[src/rtl/pcs_pkg.sv]
// Shared constants for the PCS block-lock controller: sync header codes,
// lock FSM state encoding and default parameter values.
package pcs_pkg;

    localparam logic [1:0] SH_DATA = 2'b01;
    localparam logic [1:0] SH_CTRL = 2'b10;

    localparam logic [1:0] ST_HUNT      = 2'd0;
    localparam logic [1:0] ST_SLIP_WAIT = 2'd1;
    localparam logic [1:0] ST_LOCKED    = 2'd2;

    localparam int PCS_DATA_WIDTH_DEF   = 66;
    localparam int SH_CNT_MAX_DEF       = 64;
    localparam int SH_INVALID_MAX_DEF   = 16;
    localparam int SLIP_WAIT_CYCLES_DEF = 4;
    localparam int BER_WINDOW_DEF       = 19531;
    localparam int BER_CNT_MAX_DEF      = 16;

    function automatic logic sh_is_valid(input logic [1:0] sh);
        return (sh == SH_DATA) || (sh == SH_CTRL);
    endfunction

endpackage

[src/rtl/pcs_ber_monitor.sv]
// High-BER monitor: counts invalid sync headers per window of valid blocks
// while locked and raises hi_ber when the per-window count hits its limit.
module pcs_ber_monitor
    import pcs_pkg::*;
#(
    parameter int BER_WINDOW  = BER_WINDOW_DEF,
    parameter int BER_CNT_MAX = BER_CNT_MAX_DEF
) (
    input  logic i_clk,
    input  logic i_rst,
    input  logic i_locked,
    input  logic i_valid,
    input  logic i_sh_invalid,
    output logic o_hi_ber
);

    localparam int WINW = $clog2(BER_WINDOW + 1);
    localparam int ERRW = $clog2(BER_CNT_MAX + 1);
    localparam logic [WINW-1:0] WIN_LAST = WINW'(BER_WINDOW - 1);
    localparam logic [ERRW-1:0] ERR_MAX  = ERRW'(BER_CNT_MAX);

    logic [WINW-1:0] r_win_cnt;
    logic [ERRW-1:0] r_err_cnt;
    logic            r_hi_ber;
    logic [ERRW-1:0] w_err_nxt;
    logic            w_hit;

    always_comb begin
        w_err_nxt = r_err_cnt;
        if (i_sh_invalid && (r_err_cnt != ERR_MAX))
            w_err_nxt = r_err_cnt + 1'b1;
    end

    assign w_hit = (w_err_nxt == ERR_MAX);

    // Window is a down-counter of valid blocks; at terminal count the flag
    // follows whether this window reached the limit.
    always_ff @(posedge i_clk) begin
        if (i_rst || !i_locked) begin
            r_win_cnt <= WIN_LAST;
            r_err_cnt <= '0;
            r_hi_ber  <= 1'b0;
        end else if (i_valid) begin
            if (r_win_cnt == '0) begin
                r_win_cnt <= WIN_LAST;
                r_err_cnt <= '0;
                r_hi_ber  <= w_hit;
            end else begin
                r_win_cnt <= r_win_cnt - 1'b1;
                r_err_cnt <= w_err_nxt;
                if (w_hit)
                    r_hi_ber <= 1'b1;
            end
        end
    end

    assign o_hi_ber = r_hi_ber;

endmodule

[src/rtl/pcs_block_lock_ctrl.sv]
// Block-lock controller ahead of the 64b/66b decoder: sync-header lock FSM,
// gearbox slip generation and a one-cycle forwarding stage.
// Optional high-BER monitor enabled by defining PCS_BER_MON_EN.
module pcs_block_lock_ctrl
    import pcs_pkg::*;
#(
    parameter int PCS_DATA_WIDTH   = PCS_DATA_WIDTH_DEF,
    parameter int SH_CNT_MAX       = SH_CNT_MAX_DEF,
    parameter int SH_INVALID_MAX   = SH_INVALID_MAX_DEF,
`ifdef PCS_BER_MON_EN
    parameter int BER_WINDOW       = BER_WINDOW_DEF,
    parameter int BER_CNT_MAX      = BER_CNT_MAX_DEF,
`endif
    parameter int SLIP_WAIT_CYCLES = SLIP_WAIT_CYCLES_DEF
) (
    input  logic                      i_clk,
    input  logic                      i_rst,
    input  logic [PCS_DATA_WIDTH-1:0] i_rx_data_in,
    input  logic                      i_rx_valid_in,
    output logic                      o_slip_out,
    output logic [PCS_DATA_WIDTH-1:0] o_dec_data_out,
    output logic                      o_dec_valid_out,
    output logic                      o_block_lock,
    output logic                      o_hi_ber,
    output logic [15:0]               o_sh_err_count
);

    localparam int CNTW  = $clog2(SH_CNT_MAX + 1);
    localparam int INVW  = $clog2(SH_INVALID_MAX + 1);
    localparam int WAITW = $clog2(SLIP_WAIT_CYCLES + 1);
    localparam logic [CNTW-1:0]  CNT_LAST  = CNTW'(SH_CNT_MAX - 1);
    localparam logic [INVW-1:0]  INV_LAST  = INVW'(SH_INVALID_MAX - 1);
    localparam logic [WAITW-1:0] WAIT_LAST = WAITW'(SLIP_WAIT_CYCLES - 1);

    logic [1:0]                r_state;
    logic [CNTW-1:0]           r_sh_cnt;
    logic [INVW-1:0]           r_sh_inv;
    logic [WAITW-1:0]          r_wait_cnt;
    logic                      r_slip;
    logic                      r_block_lock;
    logic [PCS_DATA_WIDTH-1:0] r_dec_data;
    logic                      r_dec_valid;
    logic [15:0]               r_sh_err_count;
    logic                      w_sh_ok;
    logic                      w_hi_ber;

    assign w_sh_ok = sh_is_valid(i_rx_data_in[PCS_DATA_WIDTH-1 -: 2]);

`ifdef PCS_BER_MON_EN
    pcs_ber_monitor #(
        .BER_WINDOW  (BER_WINDOW),
        .BER_CNT_MAX (BER_CNT_MAX)
    ) u_ber_monitor (
        .i_clk        (i_clk),
        .i_rst        (i_rst),
        .i_locked     (r_state == ST_LOCKED),
        .i_valid      (i_rx_valid_in),
        .i_sh_invalid (~w_sh_ok),
        .o_hi_ber     (w_hi_ber)
    );
`else
    assign w_hi_ber = 1'b0;
`endif

    always_ff @(posedge i_clk) begin
        if (i_rst) begin
            r_state        <= ST_HUNT;
            r_sh_cnt       <= '0;
            r_sh_inv       <= '0;
            r_wait_cnt     <= '0;
            r_slip         <= 1'b0;
            r_block_lock   <= 1'b0;
            r_dec_data     <= '0;
            r_dec_valid    <= 1'b0;
            r_sh_err_count <= '0;
        end else begin
            r_slip      <= 1'b0;
            r_dec_valid <= i_rx_valid_in & r_block_lock & ~w_hi_ber;
            if (i_rx_valid_in)
                r_dec_data <= i_rx_data_in;

            case (r_state)
                ST_HUNT: begin
                    if (i_rx_valid_in) begin
                        if (!w_sh_ok) begin
                            r_slip     <= 1'b1;
                            r_sh_cnt   <= '0;
                            r_sh_inv   <= '0;
                            r_wait_cnt <= WAIT_LAST;
                            r_state    <= ST_SLIP_WAIT;
                        end else if (r_sh_cnt == CNT_LAST) begin
                            r_sh_cnt     <= '0;
                            r_sh_inv     <= '0;
                            r_block_lock <= 1'b1;
                            r_state      <= ST_LOCKED;
                        end else begin
                            r_sh_cnt <= r_sh_cnt + 1'b1;
                        end
                    end
                end
                ST_SLIP_WAIT: begin
                    if (r_wait_cnt == '0)
                        r_state <= ST_HUNT;
                    else
                        r_wait_cnt <= r_wait_cnt - 1'b1;
                end
                ST_LOCKED: begin
                    if (i_rx_valid_in) begin
                        if (!w_sh_ok && (r_sh_err_count != 16'hFFFF))
                            r_sh_err_count <= r_sh_err_count + 16'd1;
                        // Loss of lock takes priority over a coincident window end.
                        if (!w_sh_ok && (r_sh_inv == INV_LAST)) begin
                            r_block_lock <= 1'b0;
                            r_slip       <= 1'b1;
                            r_sh_cnt     <= '0;
                            r_sh_inv     <= '0;
                            r_wait_cnt   <= WAIT_LAST;
                            r_state      <= ST_SLIP_WAIT;
                        end else if (r_sh_cnt == CNT_LAST) begin
                            r_sh_cnt <= '0;
                            r_sh_inv <= '0;
                        end else begin
                            r_sh_cnt <= r_sh_cnt + 1'b1;
                            if (!w_sh_ok)
                                r_sh_inv <= r_sh_inv + 1'b1;
                        end
                    end
                end
                default: r_state <= ST_HUNT;
            endcase
        end
    end

    assign o_slip_out      = r_slip;
    assign o_dec_data_out  = r_dec_data;
    assign o_dec_valid_out = r_dec_valid;
    assign o_block_lock    = r_block_lock;
    assign o_hi_ber        = w_hi_ber;
    assign o_sh_err_count  = r_sh_err_count;

endmodule

[config.mk]
export PLATFORM = sky130hd
export DESIGN_NAME = pcs_block_lock_ctrl
export DESIGN_NICKNAME = d
export VERILOG_FILES = /design/src/rtl/pcs_pkg.sv /design/src/rtl/pcs_ber_monitor.sv /design/src/rtl/pcs_block_lock_ctrl.sv
export SDC_FILE = /design/constraint.sdc
export NUM_CORES = 1
export LEC_CHECK = 0
export ABC_AREA = 0
export BUFFER_PORTS_ARGS = -buffer_cell sky130_fd_sc_hd__buf_2
export CAP_MARGIN = 20
export CORE_MARGIN = 5
export CORE_UTILIZATION = 44
export DETAILED_ROUTE_END_ITERATION = 10
export HOLD_SLACK_MARGIN = 0.1
export PLACE_DENSITY = 0.81
export RECOVER_POWER = 100
export SLEW_MARGIN = 20
export SYNTH_ARGS = -nofsm -noshare
export SYNTH_HDL_FRONTEND = slang
export SYNTH_HIERARCHICAL = 1
export SYNTH_SLANG_ARGS = --single-unit
[constraint.sdc]
create_clock -name i_clk -period 2.9 [get_ports i_clk]
set_clock_uncertainty 0.2 [all_clocks]
set_input_delay 0.435 -clock i_clk [delete_from_list [all_inputs] [get_ports i_clk]]
set_output_delay 0.435 -clock i_clk [all_outputs]
set_load 0.005 [all_outputs]
==> qor.yml, run 1 <==
synthArstFlopShare: 0
portBuffers: 153
wl_per_cell_um: 14.12
drtIter0Drc: 184
slew_headroom: -0.01017
ioPinCount: 155
setup_viol: 0
core_um2: 9153
synth_edf_count: 0
first_pass_iters: 4
globalplace.congestion: 0.8276
cts_setup_buffers: 0
use_met1: 0.1815
grt_pass1_wl_um: 15890
netlist_area_um2: 4108
syn2layout_area_growth_pct: 25.13
rsz0062_at_grt: "false"
ir_drop_uv: 243.0
cp.arrival_ns: 2.34
maxCapViolCount: 1
ys_warn_count: 6
clock.fmax_ghz: 0.4416
worst_pin_slew_ns: 1.515
setup_tns_ns: 0
ys_ff_latch: 102
fin_area_um2: 5140
die_area_um2: 11370
violations: "max-capacitance violations, max-slew violations"
grt.busiest_layer: "met2"
nNetsFinal: 651
clk_latency_ns: 0.35
die_height_um: 106.6
synth_flop_cell: "dfxtp_1"
clk_pin_slew_ns: 0.09
p_per_area_nw_per_um2: 532.8
cellLeakagePower_nw: 2.236
period_needed_ns: 2.265
numCtsBuffers: 9
first_global_vias: 3686
num_vias: 3624
grt.overflow.total: 0
die_w_um: 106.6
drive_gt1_frac: 0.1948
end_kind: "flip-flop"
syn_area_per_cell_um2: 9.665
avgViaCountPerCell: 5.245
synth_common_cells: "dfxtp_1, nor2_1, mux2i_1"
synth_top_area_frac: 0.4971
seq_area_frac_synth: 0.4971
antennaDiodeCount: 0
yosysTopAreaCell: "dfxtp_1"
grt_usage: 0.1680
ys_top_cells_by_area: "dfxtp_1, mux2i_1, nor2_1, a21oi_1, ha_1"
clockBufferDepth: 2
start_util: 0.4488
start_kind: "flip-flop"
drt-total-wl_um: 9757
synth_cell_type_count: 41
cts-htree-levels: 3
fin_crit_sh: 0.7809
antenna_found_initial: 0
synth_most_common_cell: "dfxtp_1"
cts_tree: "yes"
path_class: "flip-flop to flip-flop"
grt_max_degree: 49
outcome: "finished with violations"
drc: 0
maxSlewViolCount: 49
min_path_type: "input port to flip-flop"
placed_area_um2: 4951
cts_root_buffer: "clkbuf_8"
hold_viol: 0
use_met3: 0.05479
floorplan.rows: 35
worstPathRequired_ns: 2.98
antenna_left: 0
use_met2: 0.3103
syn_nets: 500
crit_path_max_fanout: 7
dp_hpwl_um: 7283
synthCells: 425
cts_sinks: 102
==> report_power, final <==
group / total [W] / internal, W / leakage [nW] / switching, W
Sequential: 0.00150 / 0.00146 / 0.836 / 0.0000339
Combinational: 0.000295 / 0.000144 / 1.30 / 0.000151
Clock: 0.000946 / 0.000485 / 0.103 / 0.000461
==> flip-flops by register name, indices dropped and copies added, names as in the netlist <==
signal / count
r_wait_cnt: 3
r_state: 2
r_sh_cnt: 7
o_dec_valid_out: 1
o_dec_data_out: 66
o_sh_err_count: 16
o_slip_out: 1
r_sh_inv: 5
o_block_lock: 1
==> cell families after synthesis <==
family | after synthesis | share of synthesized area
AOI/OAI and AO/OA | 58 | 0.08651
xor gates and xnor gates | 6 | 0.01462
adders and majority gates | 6 | 0.01828
buffers and inverters | 35 | 0.03655
DFF | 102 | 0.4971
muxes | 66 | 0.1608
other | 1 | 0.0009129
and+or+nand+nor | 151 | 0.1852
==> path summary, 6_finish.rpt <==
check | startpoint | to | slack, ns | cells past startpoint
min | i_rx_data_in[26] | o_dec_data_out[26] | 0.12 | 3
min reg2reg | r_sh_cnt[6] | r_sh_cnt[6] | 0.27 | 1
max | r_sh_inv[0] | r_sh_inv[2] | 0.64 | 7
max reg2reg | r_sh_inv[0] | r_sh_inv[2] | 0.64 | 7
==> stage by stage <==
stage / setup slack (ns) / utilization / power (W) / std cells / hold slack [ns]
floorplan: 0.8520 / - / 0.001691 / 425 / 0.2476
global placement: 0.7181 / 0.5409 / 0.001811 / 669 / 0.2602
detailed placement: 0.6429 / 0.5409 / 0.001827 / 669 / 0.2643
CTS: 0.6111 / 0.5707 / 0.002785 / 690 / 0.1008
global route: 0.4382 / 0.5616 / 0.002878 / 691 / 0.1034
finish: 0.6353 / 0.5616 / 0.002738 / 691 / 0.1171
==> metal layers <==
metal,share of wire,wire (µm),vias up
met3,0.071,695,10
li1,-,-,1797
met5,0,0,-
met2,0.52,5094,110
met1,0.39,3850,1707
met4,0.012,117,0
==> cells in the final DEF, fill, tap and decap left out, types with 3 or more instances in the layout <==
| cell type | count |
|---|---|
| dfxtp_1 | 102 |
| buf_2 | 91 |
| nor2_1 | 75 |
| mux2i_1 | 66 |
| clkbuf_1 | 64 |
| a21oi_1 | 27 |
| nand3_1 | 11 |
| nand2_1 | 11 |
| or4_1 | 10 |
| o31ai_1 | 9 |
| clkbuf_8 | 9 |
| nand4_1 | 8 |
| o21ai_0 | 8 |
| inv_1 | 7 |
| dlygate4sd3_1 | 7 |
| ha_1 | 6 |
| and3_1 | 5 |
| or4b_1 | 5 |
| or3_1 | 5 |
| nor3_1 | 4 |
| o41ai_1 | 4 |
| xor2_1 | 4 |
| buf_4 | 4 |
| and4_1 | 3 |
| and2_1 | 3 |
| nor3b_1 | 3 |
==> worst max-delay path: stages (launching register included) <==
cell      delay, ns
dfxtp_1        0.34
ha_1           0.22
and3_1         0.19
ha_1           0.25
or3b_2         0.49
a22oi_1        0.15
o21bai_1       0.19
a21oi_1        0.18
==> cell type report <==
type	instances	area, µm²
Timing Repair Buffer	168	804.5
Fill cell	833	4013
Clock buffer	10	127.6
Multi-Input combinational cell	288	1916
Clock inverter	5	85.08
Tap cell	111	138.9
Sequential cell	102	2042
Inverter	7	26.28
==> repair_timing <==
action | in CTS | in global routing
endpoints found under the hold margin | 6 | 1
hold buffers | 6 | 1
gates resized for setup | 0 | 0
No activity file was read; power rests on OpenSTA's default activity.
==> inputs of run 2 (changes only) <==
- ABC_AREA: 0 -> 1
- PLACE_DENSITY: 0.81 -> 0.83
- clock period: 2.9 -> 2 ns (I/O delays scaled with it)
==> qor.yml, run 2 <==
outcome: "complete, no violations"
maxCapViolCount: 0
cts_sinks: 102
cts-htree-levels: 3
clk_latency_ns: 0.36
nNetsFinal: 893
hold_viol: 0
fin_util: 0.6221
ys_warn_count: 6
syn2layout_area_growth_pct: 39.65
start_util: 0.4455
ioPinCount: 155
synth_compound_area_frac: 0.1247
die_area_um2: 11890
netlist_area_um2: 4314
rrSetupSlack_ns: 0.10
first_global_vias: 4680
synth_most_common_cell: "nor2_1"
syn_area_per_cell_um2: 7.214
ys_top_cells_by_area: "dfxtp_1, nor2_1, o21ai_0, nand2_1, inv_1"
setup_slack_ns: 0.06980
synth-simple-area-share: 0.3066
end_kind: "flip-flop"
synth_flop_cell: "dfxtp_1"
path_class: "input port to flip-flop"
dp_hpwl_um: 8297
cellLeakagePower_nw: 2.679
grt_usage: 0.2328
drc: 0
placed_area_um2: 5239
synth_cell_type_count: 32
worstPathRequired_ns: 2.09
worst_pin_slew_ns: 0.6396
clk_pin_slew_ns: 0.10
rsz0062_at_grt: "true"
drtIter0Drc: 288
slew_headroom: 0.5736
synth_edf_count: 0
synth_common_cells: "nor2_1, dfxtp_1, nand2_1"
synth_top_area_frac: 0.4733
largest_reg_flops: 66
cts_root_buffer: "clkbuf_8"
synth_top_family_by_area: "simple AND/OR/NAND/NOR gates"
multi_input_area_um2: 2003
core_um2: 9684
synthArstFlopShare: 0
yosysTopAreaCell: "dfxtp_1"
cp.arrival_ns: 2.02
synthMuxAreaShare: 0
fillers: 838
final_common_cell: "nor2_1"
antenna_found_initial: 0
ir_drop_uv: 479.1
portBuffers: 153
grt_pass1_wl_um: 22120
period_needed_ns: 1.930
mostFrequentLayoutCells: "nor2_1, dfxtp_1, buf_2"
synth_fa_ha_area_frac: 0.01740
setup_viol: 0
start_kind: "input port"
first_pass_iters: 5
avgViaCountPerCell: 4.933
num_vias: 4716
numCtsBuffers: 9
wl_per_cell_um: 14.53
antenna_left: 0
seq_area_frac_synth: 0.4733
floorplan.rows: 36
globalplace.congestion: 0.8347
antennaDiodeCount: 0
p_per_area_nw_per_um2: 691.4
die_w_um: 109.0
drive_gt1_frac: 0.1762
die_height_um: 109.0
regArea_um2: 2044
grt.overflow.total: 0
fin_crit_sh: 0.9651
cts_tree: "yes"
clock.fmax_ghz: 0.5181
maxSlewViolCount: 0
clockBufferDepth: 2
ys_ff_latch: 102
grt_max_degree: 45
crit_path_max_fanout: 38
cts_setup_buffers: 0
syn_nets: 673
min_path_type: "input port to flip-flop"
synth_xor_area_frac: 0.01015
fin_area_um2: 6025
dp_slack_ns: 0.08790
synthCells: 598
drt-total-wl_um: 13890
run 2: cell families (layout without fill, tap and decap cells):
kind of cell	Yosys count	in the layout
other	1	1
adders and majority gates	6	6
DFF	102	102
buffers and inverters	68	293
AOI/OAI and AO/OA	102	102
and+or+nand+nor	314	314
xor gates and xnor gates	5	5
run 2: final cells by class:
class,instances,share of cell area
clock inverter,6,0.009138
tap,133,0.02762
clock buffer,10,0.02285
sequential,102,0.3394
timing repair buffer,238,0.2442
inverter,39,0.02430
multi-input combinational,428,0.3325
run 2: metal layers:
layer / GRT usage / part of all wire / vias up
met2: 0.4013 / 0.49 / 203
met5: 0 / 0 / -
met1: 0.2654 / 0.40 / 2127
li1: - / - / 2344
met4: 0.09378 / 0.029 / 0
met3: 0.07519 / 0.088 / 42
run 2: final timing paths:
kind,from,endpoint,cells after the start
max,i_rx_valid_in,o_dec_data_out[28],5
min,i_rst,o_sh_err_count[8],3
max reg2reg,r_sh_inv[0],r_sh_inv[2],11
min reg2reg,r_sh_cnt[6],r_sh_cnt[6],2
run 2: metrics by stage:
| step | cells | setup TNS, ns | total power, W | hold WS [ns] |
|---|---|---|---|---|
| 6_report | 956 | 0 | 0.004165 | 0.2139 |
| 5_1_grt | 956 | -0.08037 | 0.004350 | 0.2166 |
| 4_1_cts | 956 | 0 | 0.004154 | 0.2062 |
| 3_5_place_dp | 873 | 0 | 0.002820 | 0.2481 |
| 3_3_place_gp | 873 | 0 | 0.002807 | 0.2342 |
| 2_1_floorplan | 598 | 0 | 0.002571 | 0.2218 |
run 2: power breakdown:
| part | switching, W | internal, W | total (W) |
|---|---|---|---|
| clock | 0.000752 | 0.000507 | 0.00126 |
| combinational | 0.000383 | 0.000302 | 0.000685 |
| sequential | 0.0000713 | 0.00215 | 0.00222 |
run 2: timing repair:
action,4_1_cts,5_1_grt
gates resized for setup,0,11
endpoints found under the hold margin,67,0
hold buffers,67,0
endpoints found under the setup margin,0,11
run 2: worst max-delay path, stage by stage:
cell and delay (ns):
dlygate4sd3_1 0.52, buf_2 0.19, clkbuf_2 0.55, o21ai_0 0.26
nor2_1 0.19
==> inputs of run 3 (changes only) <==
- BUFFER_PORTS_ARGS: -buffer_cell sky130_fd_sc_hd__buf_2 -> unset
- DONT_BUFFER_PORTS: unset -> 1
- PLACE_DENSITY: 0.83 -> 0.69
==> qor.yml, run 3 (synthesis results as in run 2) <==
outcome: "complete, no violations"
fin_util: 0.5656
hold_viol: 0
core_um2: 9684
die_w_um: 109.0
clock.fmax_ghz: 0.5315
cellLeakagePower_nw: 2.279
syn2layout_area_growth_pct: 26.97
globalplace.congestion: 0.8227
fin_crit_sh: 0.9408
avgViaCountPerCell: 5.121
clockBufferDepth: 2
grt_usage: 0.2112
die_area_um2: 11890
clk_pin_slew_ns: 0.10
largest_reg_flops: 66
mostFrequentLayoutCells: "nor2_1, dfxtp_1, nand2_1"
startpoint: "r_state[0]"
ir_drop_uv: 599.4
path_class: "flip-flop to flip-flop"
antenna_left: 0
drtIter0Drc: 165
final_cells: 812
drc: 0
drive_gt1_frac: 0.07806
wl_per_cell_um: 14.85
floorplan.rows: 36
first_global_vias: 4264
worstPathRequired_ns: 2.08
portBuffers: 0
dp_hpwl_um: 7378
first_pass_iters: 4
start_kind: "flip-flop"
p_per_area_nw_per_um2: 775.0
r2r-start: "r_state[0]"
antennaDiodeCount: 0
grt_max_degree: 71
ioPinCount: 155
final_common_cell: "nor2_1"
cts_tree: "yes"
setup_tns_ns: 0
start_util: 0.4455
period_needed_ns: 1.882
numCtsBuffers: 9
regArea_um2: 2044
cp.arrival_ns: 1.96
placed_area_um2: 4471
placed_cells: 718
grt.overflow.total: 0
setup_viol: 0
maxCapViolCount: 0
cts_sinks: 102
slew_headroom: 0.3727
multi_input_area_um2: 2011
maxSlewViolCount: 0
min-delay-start: "i_rst"
fin_area_um2: 5478
cts-htree-levels: 3
clk_latency_ns: 0.37
die_height_um: 109.0
grt_pass1_wl_um: 20020
antenna_found_initial: 0
crit_path_max_fanout: 7
min_path_type: "input port to flip-flop"
num_vias: 4158
nNetsFinal: 749
end_kind: "flip-flop"
fillers: 851
cts_root_buffer: "clkbuf_8"
worst_pin_slew_ns: 0.9378
drt-total-wl_um: 12060
==> run 3: repair_timing <==
item	in CTS	in global routing
resized for setup	0	11
hold buffers	77	0
setup endpoints to repair	0	11
endpoints found under the hold margin	97	0
setup buffers	0	1
==> run 3: final timing paths <==
check / end / slack, ns / cells after the start
worst min-delay path: r_sh_cnt[2] / 0.14 / 3
worst max-delay path: r_sh_cnt[2] / 0.12 / 6
worst max register to register: r_sh_cnt[2] / 0.12 / 6
worst min register to register: r_sh_cnt[6] / 0.26 / 2
==> run 3: per-layer routing <==
layer / track usage / part of all wire
met5: 0 / 0
met4: 0.07214 / 0.018
met3: 0.09651 / 0.10
met2: 0.3482 / 0.48
met1: 0.2418 / 0.40
==> run 3: per-stage QoR <==
stage	worst slack [ns]	total power (W)	hold slack, ns
global route	-0.02230	0.004476	0.1555
detailed placement	0.09293	0.002645	0.1723
floorplan	0.3036	0.002571	0.2218
global placement	0.1948	0.002626	0.1711
CTS	0.08152	0.004250	0.1393
finish	0.1185	0.004245	0.1440
==> run 3: power by group <==
group          internal, W  switching, W  total [W]
sequential         0.00215     0.0000966    0.00225
combinational     0.000235      0.000295   0.000530
clock             0.000721      0.000746    0.00147
==> run 3: final cells by class <==
class                   instances  share of cell area
well taps                     133             0.03038
clock buffers                   9             0.02261
clock inverters                 7             0.01873
flip-flops and latches        102              0.3732
inverters                      39             0.02672
repair buffers                 94              0.1613
multi-input cells             428              0.3671
==> run 3: critical path, stage by stage (launching register included) <==
cell and delay (ns):
dfxtp_1 0.33, inv_1 0.13, nand2_2 0.13, nor2_1 0.14, dlygate4sd3_1 0.61, a22oi_1 0.09
nor3_1 0.17
